File: src/rtl/imem_loader_pkg.sv
// Shared types and constants for the instruction-memory loader.
// Optional feature macro: IMEM_LOADER_CHECKSUM_EN adds the CHECK state.
package imem_loader_pkg;

  localparam int DEFAULT_DEPTH  = 64;
  localparam int BYTES_PER_WORD = 4;

  typedef enum logic [2:0] {
    IDLE  = 3'd0,
    RECV  = 3'd1,
    WRITE = 3'd2,
`ifdef IMEM_LOADER_CHECKSUM_EN
    CHECK = 3'd3,
`endif
    DONE  = 3'd4
  } state_e;

endpackage

File: src/rtl/imem_loader_byte_packer.sv
// Shifts program bytes into a 32-bit word, most-significant byte first,
// and flags the cycle on which the final byte of a word is accepted.
module byte_packer
  import imem_loader_pkg::*;
(
  input  logic        clk_i,
  input  logic        rst_ni,
  input  logic        clear_i,
  input  logic        valid_i,
  input  logic [7:0]  byte_i,
  output logic [31:0] word_o,
  output logic        word_ready_o
);

  localparam logic [1:0] LAST_LANE = 2'(BYTES_PER_WORD - 1);

  logic [1:0]  lane_q, lane_d;
  logic [31:0] word_q, word_d;

  // Next lane count and shifted word; a clear restarts at lane 0.
  always_comb begin
    lane_d = lane_q;
    word_d = word_q;
    if (clear_i) begin
      lane_d = '0;
    end else if (valid_i) begin
      word_d = {word_q[23:0], byte_i};
      lane_d = lane_q + 2'd1;
    end
  end

  // Lane counter and assembly register.
  always_ff @(posedge clk_i or negedge rst_ni) begin
    if (!rst_ni) begin
      lane_q <= '0;
      word_q <= '0;
    end else begin
      lane_q <= lane_d;
      word_q <= word_d;
    end
  end

  assign word_o       = word_q;
  assign word_ready_o = valid_i && !clear_i && (lane_q == LAST_LANE);

endmodule

File: src/rtl/imem_loader.sv
// Loads a program byte stream into instruction memory, holding the CPU in
// reset until the load completes. Optional macro IMEM_LOADER_CHECKSUM_EN
// requires a trailing XOR checksum byte before the CPU is released.
module imem_loader
  import imem_loader_pkg::*;
#(
  parameter int DEPTH = DEFAULT_DEPTH,
  parameter int CNT_W = 7
) (
  input  logic             Clk,
  input  logic             Rst,
  input  logic             start,
  input  logic [CNT_W-1:0] len_words,
  input  logic             byte_valid,
  input  logic [7:0]       byte_data,
  output logic             byte_ready,
  output logic             mem_we,
  output logic [31:0]      mem_addr,
  output logic [31:0]      mem_wdata,
  output logic             cpu_rst,
  output logic             busy,
  output logic             done,
  output logic             err
);

  localparam logic [CNT_W-1:0] DEPTH_C = CNT_W'(DEPTH);
  localparam logic [CNT_W-1:0] ONE_C   = CNT_W'(1);

  state_e           state_q, state_d;
  logic [CNT_W-1:0] wordIdx_q, wordIdx_d;
  logic [CNT_W-1:0] lenWords_q, lenWords_d;
  logic             done_q, done_d;
  logic             err_q, err_d;
  logic             startLoad;
  logic             packValid;
  logic             wordReady;
  logic [31:0]      packWord;
  logic [CNT_W-1:0] wordIdxNext;
  logic             lenOk;
`ifdef IMEM_LOADER_CHECKSUM_EN
  logic [7:0]       xor_q, xor_d;
`endif

  assign lenOk       = (len_words != '0) && (len_words <= DEPTH_C);
  assign wordIdxNext = wordIdx_q + ONE_C;
  assign packValid   = (state_q == RECV) && byte_valid;

  byte_packer u_packer (
    .clk_i        (Clk),
    .rst_ni       (Rst),
    .clear_i      (startLoad),
    .valid_i      (packValid),
    .byte_i       (byte_data),
    .word_o       (packWord),
    .word_ready_o (wordReady)
  );

  // Next-state logic plus the per-state handshake and write strobes.
  always_comb begin
    state_d    = state_q;
    wordIdx_d  = wordIdx_q;
    lenWords_d = lenWords_q;
    done_d     = done_q;
    err_d      = err_q;
    startLoad  = 1'b0;
    byte_ready = 1'b0;
    mem_we     = 1'b0;
`ifdef IMEM_LOADER_CHECKSUM_EN
    xor_d      = xor_q;
`endif
    case (state_q)
      IDLE, DONE: begin
        if (start) begin
          done_d = 1'b0;
          if (lenOk) begin
            startLoad  = 1'b1;
            state_d    = RECV;
            lenWords_d = len_words;
            wordIdx_d  = '0;
            err_d      = 1'b0;
`ifdef IMEM_LOADER_CHECKSUM_EN
            xor_d      = '0;
`endif
          end else begin
            err_d   = 1'b1;
            state_d = IDLE;
          end
        end
      end
      RECV: begin
        byte_ready = 1'b1;
`ifdef IMEM_LOADER_CHECKSUM_EN
        if (byte_valid) xor_d = xor_q ^ byte_data;
`endif
        if (wordReady) state_d = WRITE;
      end
      WRITE: begin
        mem_we = 1'b1;
        if (wordIdxNext < lenWords_q) begin
          wordIdx_d = wordIdxNext;
          state_d   = RECV;
        end else begin
`ifdef IMEM_LOADER_CHECKSUM_EN
          state_d = CHECK;
`else
          state_d = DONE;
          done_d  = 1'b1;
`endif
        end
      end
`ifdef IMEM_LOADER_CHECKSUM_EN
      CHECK: begin
        byte_ready = 1'b1;
        if (byte_valid) begin
          if (byte_data == xor_q) begin
            state_d = DONE;
            done_d  = 1'b1;
          end else begin
            state_d = IDLE;
            err_d   = 1'b1;
          end
        end
      end
`endif
      default: state_d = IDLE;
    endcase
  end

  // State, counters and status flags; reset abandons any load in flight.
  always_ff @(posedge Clk or negedge Rst) begin
    if (!Rst) begin
      state_q    <= IDLE;
      wordIdx_q  <= '0;
      lenWords_q <= '0;
      done_q     <= 1'b0;
      err_q      <= 1'b0;
`ifdef IMEM_LOADER_CHECKSUM_EN
      xor_q      <= '0;
`endif
    end else begin
      state_q    <= state_d;
      wordIdx_q  <= wordIdx_d;
      lenWords_q <= lenWords_d;
      done_q     <= done_d;
      err_q      <= err_d;
`ifdef IMEM_LOADER_CHECKSUM_EN
      xor_q      <= xor_d;
`endif
    end
  end

  assign mem_addr  = mem_we ? {{(32-CNT_W-2){1'b0}}, wordIdx_q, 2'b00} : 32'd0;
  assign mem_wdata = mem_we ? packWord : 32'd0;
  assign busy      = (state_q == RECV) || (state_q == WRITE)
`ifdef IMEM_LOADER_CHECKSUM_EN
                     || (state_q == CHECK)
`endif
                     ;
  assign cpu_rst   = (state_q != DONE);
  assign done      = done_q;
  assign err       = err_q;

endmodule

File: config.mk
export PLATFORM = sky130hd
export DESIGN_NAME = imem_loader
export DESIGN_NICKNAME = d
export VERILOG_FILES = /design/src/rtl/imem_loader_pkg.sv /design/src/rtl/imem_loader_byte_packer.sv /design/src/rtl/imem_loader.sv
export SDC_FILE = /design/constraint.sdc
export NUM_CORES = 1
export LEC_CHECK = 0
export CORE_MARGIN = 3
export CORE_UTILIZATION = 35
export CTS_CLUSTER_SIZE = 16
export DETAILED_ROUTE_END_ITERATION = 16
export HOLD_SLACK_MARGIN = 0.15
export SYNTH_ARGS = -nofsm -noshare
export SYNTH_HDL_FRONTEND = slang
export SYNTH_SLANG_ARGS = --single-unit
File: constraint.sdc
create_clock -name Clk -period 3.2 [get_ports Clk]
set_clock_uncertainty 0.05 [all_clocks]
set_input_delay 0.96 -clock Clk [delete_from_list [all_inputs] [get_ports Clk]]
set_output_delay 0.96 -clock Clk [all_outputs]
set_load 0.03 [all_outputs]
==> metrics.yaml, run 1 <==
hold_viol_final: 0
crit_path_end_kind: "output port"
remaining_drc_errors: 0
r2r_slack_ns: 0.59
ys_ff_latch: 53
via_count: 2179
fin_hold_ws_ns: 0.4196
synthToLayoutAreaGrowth_pct: 25.07
crit_arrival_ns: 1.74
ys_top_cells_by_count: "nand2_1, dfrtp_1, and2_1"
routedWlPerCell_um: 12.48
die_w_um: 95.37
p_int_uw: 1492
cts_tree: "done"
max_slew_margin_pct: 63.39
place_area_um2: 3358
seqPwrFrac_pct: 47.0
critPathMaxFanout: 6
finalCritPeriodShare_pct: 85.88
p_clk_share_pct: 23.3
core_area_um2: 7486
worstSkewPairLatency_ns: 0.30
cap_viol_max_count: 0
gp_congestion: 0.8224
clk_pin_slew_worst_paths_ns: 0.09
drive_gt1_share_pct: 16.58
p_leak_uw: 0.001892
drt-total-wl_um: 6052
fp.dieH_um: 95.37
synth_warnings: 0
grt_pass1_wl_um: 10020
pwr-share-comb_pct: 29.7
yosysUniqueCellTypes: 37
diodes: 0
synth_top_area_share_pct: 47.45
status: "finished, final reports clean"
period_minus_slack_ns: 2.748
h-tree-depth: 2
grt_max_degree: 36
synth.most_common_cell: "nand2_1"
tightest_slew_ns: 0.5442
finalSetupViolCount: 0
post-route-util_pct: 46.70
cts_setup_buffers: 0
rsz0062_at_grt: "no"
fmax_mhz: 363.9
net-switching-power_uw: 814.8
synth_area_leader_cell: "dfrtp_1"
finalSetupTns_ns: 0
start_util_pct: 37.34
drtIter0Drc: 48
die_area_um2: 9094
synth.cell_area_um2: 2795
finalPower_uw: 2307
powerDensity_nw_per_um2: 659.9
overflow: 0
antenna_found_initial: 0
syn_avg_cell_area_um2: 8.708
io_buffers: 63
drv_slew: 0
drt_first_pass_iters: 4
ios: 89
detail-route-antenna-nets: 0
hold_class: "reg -> reg"
grt_pass1_vias: 2101
finalInstanceArea_um2: 3496
numClockSinks: 53
cp-start-kind: "flop"
ys.flop_type: "dfrtp_1"
dp_hpwl_um: 4475
final_nets: 412
cts_hold_buf: 0
required_ns: 2.19
synth_edf_count: 0
clock-root-buffer: "clkbuf_8"
row_count: 31
seq_area_frac_synth_pct: 47.45
sw_frac_of_total_pct: 35.32
async_reset_ff_share_pct: 100.0
clockBufferDepth: 2
grt_usage_pct: 13.99
worstSetupPathType: "reg -> out"
cts_resized: 0
syn_inst: 321
avgViaCountPerCell: 4.493
ir_worst_vdd_uv: 280.6
synth_area_leaders: "dfrtp_1, nand2_1, and2_1"
cts_made_buffers: 5
[power groups by stage]
stage | clock (uW) | sequential (uW) | combinational (uW)
after floorplan | 0 | 1060 | 520
after global placement | 0 | 1090 | 683
after detailed placement | 0 | 1100 | 696
after CTS | 553 | 1080 | 700
after global routing | 584 | 1120 | 797
final | 537 | 1080 | 686
[through the flow]
| step | setup WS, ns | std cells |
|---|---|---|
| detailed placement | 0.2136 | 477 |
| global route | 0.3840 | 485 |
| finish | 0.4518 | 485 |
| CTS | 0.4358 | 485 |
| global placement | 0.2957 | 477 |
| floorplan | 0.6769 | 345 |
[cell families (layout without fill, tap and decap cells)]
family	count (synthesis)	count (layout)	synth area share [%]
fa+ha+maj	8	8	3.581
flops	53	53	47.45
xor+xnor	5	5	1.567
mux	2	2	0.8057
buf+inv	46	87	9.758
compound gates	30	30	7.073
simple gates	176	176	29.63
other cells	1	25	0.1342
[layer usage]
metal / GRT usage, % / vias up / share of wire [%]
met5: 0 / - / 0
met4: 3.846 / 0 / 0.76
met3: 2.210 / 2 / 3.9
met2: 23.50 / 54 / 49
met1: 18.69 / 1021 / 46
li1: - / 1102 / -
[worst paths after layout]
kind / endpoint / cells after the start / start
setup reg to reg: wordIdx_q[0] / 10 / wordIdx_q[0]
hold reg to reg: u_packer.word_o[30] / 2 / u_packer.word_o[30]
hold / removal: u_packer.word_o[30] / 2 / u_packer.word_o[30]
setup / recovery: byte_ready / 2 / state_q[0]
min in group asynchronous: u_packer.word_o[8] / 1 / Rst
max in group asynchronous: u_packer.word_o[24] / 2 / Rst
[flip-flops by register name (all words and copies together), names as in the netlist]
register,cells
done,1
err,1
lenWords_q,7
state_q,3
u_packer.lane_q,2
u_packer.word_o,32
wordIdx_q,7
[cells in the final DEF, fill, tap and decap left out, drive strengths merged, types with 2 or more instances in the layout]
cell type / n
ha: 8
nand2: 111
and2: 41
nand3: 3
a22o: 5
mux2: 2
xnor2: 3
nor2: 7
o21ai: 11
buf: 49
nand2b: 2
nand4: 3
inv: 10
clkdlybuf4s50: 21
clkbuf: 5
dfrtp: 53
nor3b: 3
a21o: 4
a21oi: 4
xor2: 2
bufinv: 2
conb: 25
[layout make-up]
type / instances / area, um^2
clock buffer: 5 / 68.82
fill: 744 / 3990
inverter: 9 / 33.78
clock inverter: 3 / 68.82
multi-input combinational: 246 / 1286
timing repair buffer: 70 / 588.1
sequential: 53 / 1326
tap: 99 / 123.9
[critical path, stage by stage, from the launching register on]
cell and delay [ns]:
dfrtp_1 0.48, nor3b_2 0.25, clkdlybuf4s50_1 0.71
Note: power is estimated with default switching activity, not from simulation.
==> run 2: changes to the inputs <==
- CORE_ASPECT_RATIO: not set -> 1.1
- REMOVE_ABC_BUFFERS: not set -> 1
==> metrics.yaml, run 2 (synthesized netlist as in run 1, its figures left out) <==
worstSkewPairLatency_ns: 0.30
core_area_um2: 7597
cts_setup_buffers: 0
placed_cells: 481
finalSetupTns_ns: 0
critPathMaxFanout: 6
fin_hold_ws_ns: 0.4219
ir_worst_vdd_uv: 230.6
via_count: 2148
hold_end: "u_packer.word_o[30]"
detail-route-antenna-nets: 0
drt-total-wl_um: 5836
grt_max_degree: 43
final_cells: 489
diodes: 0
final_nets: 410
row_count: 33
cp-start-kind: "flop"
min_from: "u_packer.word_o[30]"
numClockSinks: 53
ios: 89
tightest_slew_ns: 0.6507
period_minus_slack_ns: 2.913
fp.dieH_um: 99.73
clockBufferDepth: 2
start_util_pct: 36.79
cts_hold_buf: 0
r2r_slack_ns: 0.61
finalPower_uw: 2167
cts_made_buffers: 5
gp_congestion: 0.7554
antenna_found_initial: 0
avgViaCountPerCell: 4.393
worstSetupPathType: "reg -> out"
cap_viol_max_count: 0
overflow: 0
die_area_um2: 9095
p_leak_uw: 0.001880
routedWlPerCell_um: 11.93
hold_viol_final: 0
required_ns: 2.19
powerDensity_nw_per_um2: 618.8
grt_pass1_wl_um: 9673
drtIter0Drc: 54
rr_worst_depth: 9
dp_hpwl_um: 4127
rsz0062_at_grt: "no"
cts_resized: 0
post-route-util_pct: 46.10
clock-root-buffer: "clkbuf_8"
clk_pin_slew_worst_paths_ns: 0.09
fmax_mhz: 343.3
finalSetupViolCount: 0
crit_arrival_ns: 1.90
final_cell_mix: "nand2_1, dfrtp_1, and2_1, buf_4, conb_1"
finalCritPeriodShare_pct: 91.03
max_slew_margin_pct: 56.62
holdPathStages: 2
io_buffers: 63
grt_pass1_vias: 2027
crit_path_end_kind: "output port"
drive_gt1_share_pct: 16.15
rr_startpoint: "wordIdx_q[0]"
hold_class: "reg -> reg"
reg2reg_to: "wordIdx_q[0]"
remaining_drc_errors: 0
num-fill-cells: 771
status: "finished, final reports clean"
grt_usage_pct: 13.11
h-tree-depth: 2
drv_slew: 0
synthToLayoutAreaGrowth_pct: 25.29
drt_first_pass_iters: 4
largest_reg_flops: 32
die_w_um: 91.21
layout_commonest_cell: "nand2_1"
cts_tree: "done"
-- run 2: critical path, stage by stage, from the launching register on --
cell,delay (ns)
dfrtp_1,0.47
nor3b_2,0.39
clkdlybuf4s50_1,0.75
-- run 2: area by class of cell --
type | instances | area [um^2] | area share (%)
Inverter | 9 | 33.78 | 0.9646
Tap cell | 105 | 131.4 | 3.751
Multi-Input combinational cell | 246 | 1286 | 36.73
Clock buffer | 7 | 96.34 | 2.751
Timing Repair Buffer | 68 | 623.1 | 17.79
Sequential cell | 53 | 1326 | 37.87
Clock inverter | 1 | 5.005 | 0.1429
-- run 2: worst max path at each step --
stage | to | cells past startpoint | startpoint
after floorplan | mem_addr[2] | 2 | state_q[0]
after global placement | wordIdx_q[0] | 6 | start
after detailed placement | wordIdx_q[0] | 6 | start
after CTS | byte_ready | 2 | state_q[0]
after global routing | byte_ready | 2 | state_q[0]
final | byte_ready | 2 | state_q[0]
-- run 2: metal layers --
layer / up-vias / routed length, um / global-route usage, % / share of wire, %
met5: - / 0 / 0 / 0
met4: 0 / 68 / 3.480 / 1.2
met3: 6 / 319 / 3.631 / 5.5
met2: 51 / 2826 / 22.76 / 48
met1: 1001 / 2622 / 16.06 / 45
li1: 1090 / - / - / -
-- run 2: stage by stage --
stage | area [um^2] | worst slack (ns)
6_report | 3502 | 0.2870
5_1_grt | 3502 | 0.1700
3_3_place_gp | 3401 | 0.4351
3_5_place_dp | 3401 | 0.3970
2_1_floorplan | 2646 | 0.5066
4_1_cts | 3502 | 0.2897
-- run 2: power breakdown --
group          leakage (uW)  internal, uW  switching (uW)
combinational       0.00114           255             427
sequential         0.000685           917             155
clock             0.0000542           196             217
==> run 3: changes to the inputs <==
- SYNTH_HIERARCHICAL: not set -> 1
==> metrics.yaml, run 3 <==
status: "finished, final reports clean"
layout_commonest_cell: "clkdlybuf4s50_1"
finalPower_uw: 2619
synth_edf_count: 0
grt_usage_pct: 12.68
drv_slew: 0
grt_max_degree: 33
hold_viol_final: 0
drive_gt1_share_pct: 21.32
dp_hpwl_um: 4329
io_buffers: 63
period_minus_slack_ns: 3.045
clockBufferDepth: 2
seq_area_frac_synth_pct: 44.73
via_count: 1973
row_count: 34
ys_ff_latch: 53
fin_hold_ws_ns: 0.4577
cts_made_buffers: 5
hold_class: "reg -> reg"
powerDensity_nw_per_um2: 705.6
crit_arrival_ns: 2.04
final_cells: 427
die_w_um: 93.76
final_nets: 345
synth_warnings: 6
antenna_found_initial: 0
p_int_uw: 1724
diodes: 0
register_area_um2: 1326
grt_pass1_wl_um: 9673
net-switching-power_uw: 895.1
seqPwrFrac_pct: 43.9
avgViaCountPerCell: 4.621
yosysUniqueCellTypes: 36
finalSetupViolCount: 0
synthToLayoutAreaGrowth_pct: 25.15
cts_hold_buf: 0
grt_pass1_vias: 1938
crit_path_end_kind: "output port"
final_cell_mix: "clkdlybuf4s50_1, dfrtp_1, and3_1"
ys.flop_type: "dfrtp_1"
syn_inst: 250
place_area_um2: 3620
cts_tree: "done"
multi_input_area_um2: 1398
die_area_um2: 9614
rr_worst_depth: 8
required_ns: 2.19
placed_cells: 419
rsz0062_at_grt: "no"
synth_area_leaders: "dfrtp_1, mux2_4, and3_1"
critPathMaxFanout: 32
cts_setup_buffers: 0
largest_reg_flops: 32
drt_first_pass_iters: 4
clk_pin_slew_worst_paths_ns: 0.10
detail-route-antenna-nets: 0
max_slew_margin_pct: 57.49
p_leak_uw: 0.001817
sw_frac_of_total_pct: 34.18
finalInstanceArea_um2: 3711
syn_avg_cell_area_um2: 11.86
finalCritPeriodShare_pct: 95.17
core_area_um2: 8083
synth.most_common_cell: "dfrtp_1"
crit_slowest_cell: "clkdlybuf4s50_1"
start_util_pct: 36.69
cts_resized: 0
num-fill-cells: 771
fp.dieH_um: 102.5
synth.cell_area_um2: 2965
routedWlPerCell_um: 13.76
remaining_drc_errors: 0
ys_top_cells_by_count: "dfrtp_1, and3_1, mux2_4"
ir_worst_vdd_uv: 375.1
synth_area_leader_cell: "dfrtp_1"
async_reset_ff_share_pct: 100.0
h-tree-depth: 2
fmax_mhz: 328.4
drtIter0Drc: 86
synth_top_area_share_pct: 44.73
overflow: 0
numClockSinks: 53
holdPathStages: 1
worstSetupPathType: "reg -> out"
cpPeakStageDelay_ns: 0.67
p_clk_share_pct: 14.7
clock-root-buffer: "clkbuf_8"
cp-start-kind: "flop"
cap_viol_max_count: 0
worstSkewPairLatency_ns: 0.31
pwr-share-comb_pct: 41.4
drt-total-wl_um: 5874
gp_congestion: 0.8108
path_cells: "nor2_2, buf_4, and3_1, clkdlybuf4s50_1"
ios: 89
tightest_slew_ns: 0.6310
==> run 3: layout make-up <==
type / count / area share (%)
Multi-Input combinational cell: 174 / 37.66
Sequential cell: 53 / 35.74
Timing Repair Buffer: 76 / 19.69
Tap cell: 108 / 3.641
Clock buffer: 5 / 1.854
Inverter: 8 / 0.8092
Clock inverter: 3 / 0.6069
==> run 3: per-stage QoR <==
step	util (%)	setup slack, ns	TNS, ns
floorplan	-	-0.1819	-4.257
global placement	44.78	-0.05746	-0.2064
detailed placement	44.78	-0.08959	-1.652
CTS	45.91	0.1345	0
global route	45.91	0.02459	0
finish	45.91	0.1546	0
==> run 3: worst paths after layout <==
kind	from	end	slack, ns
setup / recovery	state_q[2]	mem_wdata[2]	0.15
hold / removal	u_packer/word_o[30]	u_packer/word_o[30]	0.46
setup reg to reg	wordIdx_q[0]	wordIdx_q[2]	0.39
hold reg to reg	u_packer/word_o[30]	u_packer/word_o[30]	0.46
max in group asynchronous	Rst	u_packer/word_o[25]	1.87
min in group asynchronous	Rst	lenWords_q[1]	0.59
==> run 3: cells by family after synthesis <==
family          share of synthesized area, %
simple gates                           15.65
flops                                  44.73
buf+inv                                11.27
mux                                    18.82
compound gates                         4.262
fa+ha+maj                              3.376
xor+xnor                               1.772
other cells                           0.1265
==> run 3: layer usage <==
layer  vias to the layer above  routed length (um)  global-route usage, %  share of wire, %
li1                        956                   -                      -                 -
met1                       943                2717                  16.99                46
met2                        68                2722                  20.32                46
met3                         6                 344                  2.336               5.9
met4                         0                  89                  5.222               1.5
met5                         -                   0                      0                 0
==> run 3: power groups by stage <==
| stage | sequential (uW) | clock, uW | combinational [uW] |
|---|---|---|---|
| final | 1150 | 384 | 1080 |
| after global routing | 1200 | 426 | 1180 |
| after CTS | 1160 | 399 | 1100 |
| after detailed placement | 1170 | 0 | 1090 |
| after global placement | 1160 | 0 | 1070 |
| after floorplan | 1110 | 0 | 807 |
==> run 3: worst max-delay path, delay by kind of cell, from the launching register on <==
family	cells	cell delay [ns]
buffers and inverters	2	0.96
DFF	1	0.42
and+or+nand+nor	2	0.35
